`src/rtl/debounce_a.sv`:
```
// Debounce stage: synchronises raw input `a`, accepts a level only after it holds for STABLE_CYCLES+1 edges.
// Latency: y flips STABLE_CYCLES+2 edges after the first edge that samples a clean change; no backpressure.
module debounce_a #(
  parameter int unsigned STABLE_CYCLES = 4,
  parameter int unsigned COUNT_W       = 8
) (
  input  logic               clk,
  input  logic               rst,
  input  logic               a,
  output logic               y,
  output logic               rise,
  output logic               fall,
  output logic [COUNT_W-1:0] rise_count
);

  localparam int unsigned CNT_W = $clog2(STABLE_CYCLES + 1);
  localparam logic [CNT_W-1:0] CNT_MAX = CNT_W'(STABLE_CYCLES);

  typedef enum logic {
    ST_STABLE = 1'b0,
    ST_PEND   = 1'b1
  } state_t;

  state_t           state;
  logic [CNT_W-1:0] cnt;
  logic             s1;
  logic             s2;

  always_ff @(posedge clk) begin
    if (rst) begin
      s1         <= 1'b0;
      s2         <= 1'b0;
      state      <= ST_STABLE;
      cnt        <= '0;
      y          <= 1'b0;
      rise       <= 1'b0;
      fall       <= 1'b0;
      rise_count <= '0;
    end else begin
      s1   <= a;
      s2   <= s1;
      rise <= 1'b0;
      fall <= 1'b0;
      case (state)
        ST_STABLE: begin
          if (s2 != y) begin
            state <= ST_PEND;
            cnt   <= CNT_W'(1);
          end else begin
            cnt <= '0;
          end
        end
        ST_PEND: begin
          if (s2 == y) begin
            // Bounced back before qualifying: drop the candidate silently.
            state <= ST_STABLE;
            cnt   <= '0;
          end else if (cnt < CNT_MAX) begin
            cnt <= cnt + CNT_W'(1);
          end else begin
            y     <= ~y;
            state <= ST_STABLE;
            cnt   <= '0;
            if (!y) begin
              rise       <= 1'b1;
              rise_count <= rise_count + COUNT_W'(1);
            end else begin
              fall <= 1'b1;
            end
          end
        end
        default: begin
          state <= ST_STABLE;
          cnt   <= '0;
        end
      endcase
    end
  end

endmodule

```
`config.mk`:
```
export PLATFORM = sky130hd
export DESIGN_NAME = debounce_a
export DESIGN_NICKNAME = d
export VERILOG_FILES = /design/src/rtl/debounce_a.sv
export SDC_FILE = /design/constraint.sdc
export NUM_CORES = 1
export LEC_CHECK = 0
export CORE_MARGIN = 3
export CORE_UTILIZATION = 40
export CTS_BUF_LIST = sky130_fd_sc_hd__clkbuf_16
export DETAILED_ROUTE_END_ITERATION = 12
export GPL_ROUTABILITY_DRIVEN = 1
export PLACE_DENSITY = 0.76
export SLEW_MARGIN = 20
export SYNTH_ARGS = -nofsm -noshare
export SYNTH_HDL_FRONTEND = slang
export SYNTH_SLANG_ARGS = --single-unit
```
`constraint.sdc`:
```
create_clock -name clk -period 1.89 [get_ports clk]
set_clock_uncertainty 0.1 [all_clocks]
set_input_delay 0.567 -clock clk [delete_from_list [all_inputs] [get_ports clk]]
set_output_delay 0.567 -clock clk [all_outputs]
set_load 0.1 [all_outputs]
```
==> results <==
- In the final timing run, aggregate negative setup slack is 0 ns.
- The setup path with the least slack is of type flop to flop.
- The number of detailed-routing iterations run before antenna repair is 4.
- The routability congestion estimate from global placement is 0.701.
- The power density relative to cell area is 783 mW/mm^2.
- The clock transition at the registers of the reported paths is 0.05 ns.
- The final count of pins violating max slew was 0.
- The core region area is 0.00154 mm^2.
- sky130_fd_sc_hd__dfxtp_1 is the most common cell in the netlist.
- Dividing the detail-routed via count by the number of cells gives 5.46.
- The worst endpoint required time is 1.92 ns.
- The run finished with clean final reports.
- Combinational cells account for 2.0% of the total power.
- The worst-case vdd ir drop is 0.000474 V.
- The highest fanout seen on the critical path is 14.
- The number of stages on the worst hold path is 1.
- The synthesized netlist devotes 2.62% of its cell area to XOR and XNOR gates.
- The clock network latency to the later pin of the worst-skew pair is 0.25 ns.
- The synthesized netlist devotes 11.2% of its cell area to compound gates.
- The clock buffer count from CTS is 3.
- The buffer cell driving the clock tree root is sky130_fd_sc_hd__clkbuf_16.
- The clock network accounts for 52.1% of the total power.
- After Yosys synthesis, full adders, half adders and majority gates account for 3.74% of the synthesized area.
- Based on the critical path, the design can be clocked at up to 548 MHz.
- The simple-gate share of the synthesized area is 24.1%.
- The placement-stage worst setup slack is 0.106 ns.
- The cell area that synthesis handed to floorplanning was 669 um^2.
- The total of max-cap violations is 0.
- The count of nets left with antenna violations once routing finished came out at 0.
- Counting tap cells, the placed design contains a total of 95 instances.
- The shortest clock period the worst path allows after layout is 1.82 ns.
- The overall die area is 0.00220 mm^2.
- The die is 46.9 um wide.
- Sequential cells account for 45.9% of the total power.
- Setup violations remaining at the end of the flow were counted as 0.
- Fill cells in the final layout number 122.
- The number of DRC violations after detailed routing is 0.
- The share of flip-flops with an asynchronous set or reset after synthesis is 0%.
- The capture instance of the worst register-to-register path is rise_count[7]$_SDFFE_PP0P_.
- The finished cells cover 0.00102 mm^2.
- In the post-synthesis netlist, the biggest area contributors are sky130_fd_sc_hd__dfxtp_1 51%, sky130_fd_sc_hd__a21oi_1 4.5%, sky130_fd_sc_hd__ha_1 3.7%, sky130_fd_sc_hd__nand4b_4 3.6%, sky130_fd_sc_hd__nor2b_1 2.8%.
- The kind of end point of the critical path is a flop.
- The number of clock sinks is 17.
- The part of the Yosys area used for sequential elements is 50.8%.
- The final net count is 89.
- The number of global-route vias before repair is 485.
- The area added between synthesis and finish is 52.0%.
- Row generation in the floorplan step produced 14 rows.
- The library cell occupying the most area in the post-synthesis netlist is sky130_fd_sc_hd__dfxtp_1.
- The startpoint identified for the worst register-to-register timing path is state$_SDFF_PP0_.
- The post-synthesis net count is 71.
- Setup repair after global routing left no endpoint under its margin.
- In this run the register-to-register setup slack is 0.07 ns.
- The longest clock path from root to sink contains 2 buffers.
- Synthesis produced 66 cells.
- The HPWL after detailed placement is 830 um.
- After clock tree synthesis, the repair step resized 0 gates.
- The per-cell routed wire length is 13.3 um.
- The number of setup buffers added after CTS is 0.
- The total of warnings raised by yosys is 0.
- At the pin with the least slew margin, the transition time is 0.466 ns.
- The first global-routing pass estimated 2.01 mm of wire.
- The static power due to leakage is 0.000404 uW.
- 0 antenna diodes ended up in the layout.
- The data arrival at the endpoint of the critical path is 1.85 ns.
- The worst pin sits at a relative slew slack of 68.6%.
- The share of synthesized area in the top cell type comes to 50.8%.
- The starting DRC count in detailed routing is 4.
- The routed layout has 541 vias.
- The number of buffers inserted for hold repair after clock tree synthesis is 0.
- The commonest cells after synthesis are 17 x sky130_fd_sc_hd__dfxtp_1, 6 x sky130_fd_sc_hd__a21oi_1, 4 x sky130_fd_sc_hd__nor2_1.
- The initial core utilization is 43.4%.
- STA classifies the critical path startpoint as a flop.
- For this run, the number of standard cells in the final layout without fillers is 99.
- The floorplan die height is 46.9 um.
- The flip-flop and latch count after synthesis is 17.
- The worst reg-to-reg path cell count is 3.
- For hold timing, the worst endpoint is s2$_SDFF_PP0_.
- The largest net degree at the start of global routing is 15.
- The number of distinct library cells after synthesis is 26.
- For this run, the leading register cell type out of synthesis is sky130_fd_sc_hd__dfxtp_1.
- The switching share of power is 18.0%.
- The startpoint identified for the worst hold timing path is s1$_SDFF_PP0_.
- Setup slack on the critical path of the routed design comes to 0.0663 ns.
- The I/O pin count is 14.
- Cell internal power was estimated by the tool at 653 uW.
- After synthesis, the mean cell area works out to 10.1 um^2.
- After synthesis, the share of cell area in mux cells is 3.18%.
- The combinational family with the most area after synthesis is simple AND/OR/NAND/NOR gates.
- Global routing used 12.7% of the available tracks.
- The CTS tree is done.
- The total congestion overflow after global routing is 0.
- The count of flip-flops with a built-in enable after synthesis is 0.
- In this run the number of H-tree levels came out at 1.
- The post-route netlist has 33.7% of its cells at a drive strength greater than 1.
- The final-report hold violation count is 0.
- Input and output buffers added on the ports amount to 13.
- After layout, the worst path uses 96.5% of the clock period.
- The min-delay analysis places its worst path in the category flop to flop.
- The initial antenna violation count is 0.
- For this design the total switching power over the nets is 143 uW.
- Once placement finished, the instance area stood at 937 um^2.
- The routed design has 1.32 mm of wire.
-- final cells by class --
cell class	count	area (um^2)	area share (%)
clock inverters	1	5.00	0.492
flip-flops and latches	17	350	34.4
multi-input cells	44	300	29.5
inverters	3	11.3	1.11
clock buffers	3	75.1	7.38
repair buffers	15	255	25.1
well taps	16	20.0	1.97
-- kinds of logic (layout without fill, tap and decap cells) --
group                    after synthesis  count (layout)
AO/OA/AOI/OAI                         13              13
AND/OR/NAND/NOR                       25              25
buffers and inverters                  5              22
multiplexers                           2               2
XOR/XNOR                               2               2
adder cells (fa/ha/maj)                2               2
flip-flops                            17              17
-- state kept, by name, indices dropped and copies added (netlist names) --
signal      cells
rise_count      8
fall            1
cnt             3
y               1
s1              1
state           1
s2              1
rise            1
-- power by group through the flow --
stage	combinational (uW)	sequential [uW]	clock, uW
2_1_floorplan	6.14	372	0
3_3_place_gp	15.5	372	0
3_5_place_dp	15.8	372	0
4_1_cts	16.1	365	420
5_1_grt	17.0	365	437
6_report	16.2	365	415
-- per-stage QoR --
| step | utilization (%) | total power [uW] | hold slack, ns |
|---|---|---|---|
| 2_1_floorplan | - | 378 | 0.314 |
| 3_3_place_gp | 60.8 | 388 | 0.319 |
| 3_5_place_dp | 60.8 | 388 | 0.335 |
| 4_1_cts | 66.0 | 801 | 0.346 |
| 5_1_grt | 66.0 | 819 | 0.369 |
| 6_report | 66.0 | 796 | 0.344 |
-- critical path, stage by stage (launching register included) --
cell	delay (ns)
sky130_fd_sc_hd__dfxtp_1	0.46
sky130_fd_sc_hd__nand4b_4	0.24
sky130_fd_sc_hd__nor4_1	0.50
sky130_fd_sc_hd__mux2_2	0.40
-- routing by layer --
metal / wire length, um / vias to the layer above / GRT usage, %
met1: 594 / 258 / 15.4
li1: - / 272 / -
met2: 678 / 11 / 21.7
met4: 0 / 0 / 3.31
met5: 0 / - / 0
met3: 48 / 0 / 3.83
-- worst max-delay path by stage --
stage | startpoint | endpoint | slack (ns) | cells past startpoint
3_5_place_dp | rst | cnt[1]$_SDFF_PP0_ | 0.11 | 3
4_1_cts | state$_SDFF_PP0_ | rise_count[7]$_SDFFE_PP0P_ | 0.13 | 3
5_1_grt | state$_SDFF_PP0_ | rise_count[7]$_SDFFE_PP0P_ | 0.06 | 3
6_report | state$_SDFF_PP0_ | rise_count[7]$_SDFFE_PP0P_ | 0.07 | 3
3_3_place_gp | rst | cnt[1]$_SDFF_PP0_ | 0.16 | 3
2_1_floorplan | rise_count[0]$_SDFFE_PP0P_ | rise_count[6]$_SDFFE_PP0P_ | 0.13 | 4
-- cells in the final DEF, fill, tap and decap left out --
cell                              Yosys  routed
sky130_fd_sc_hd__buf_12               0      11
sky130_fd_sc_hd__dfxtp_1             17       9
sky130_fd_sc_hd__dfxtp_2              0       8
sky130_fd_sc_hd__a21oi_1              6       6
sky130_fd_sc_hd__nor2_1               4       4
sky130_fd_sc_hd__nor2b_1              3       3
sky130_fd_sc_hd__nand2_1              3       3
sky130_fd_sc_hd__nand3_1              3       3
sky130_fd_sc_hd__inv_1                3       3
sky130_fd_sc_hd__o21ai_0              3       3
sky130_fd_sc_hd__clkbuf_16            0       3
sky130_fd_sc_hd__nor4b_1              2       2
sky130_fd_sc_hd__and2_1               2       2
sky130_fd_sc_hd__o31ai_1              2       2
sky130_fd_sc_hd__or4_1                2       2
sky130_fd_sc_hd__or3_1                2       2
sky130_fd_sc_hd__ha_1                 2       2
sky130_fd_sc_hd__clkdlybuf4s50_1      0       2
sky130_fd_sc_hd__buf_4                0       2
sky130_fd_sc_hd__nand4b_4             1       1
sky130_fd_sc_hd__mux2i_1              1       1
sky130_fd_sc_hd__xnor2_1              1       1
sky130_fd_sc_hd__xor2_1               1       1
sky130_fd_sc_hd__nand4_1              1       1
sky130_fd_sc_hd__a211oi_1             1       1
sky130_fd_sc_hd__a21boi_0             1       1
sky130_fd_sc_hd__or3_2                1       1
sky130_fd_sc_hd__nor4_1               1       1
sky130_fd_sc_hd__mux2_2               1       1
sky130_fd_sc_hd__clkinv_2             0       1
Note: power is estimated with default switching activity, not from simulation.
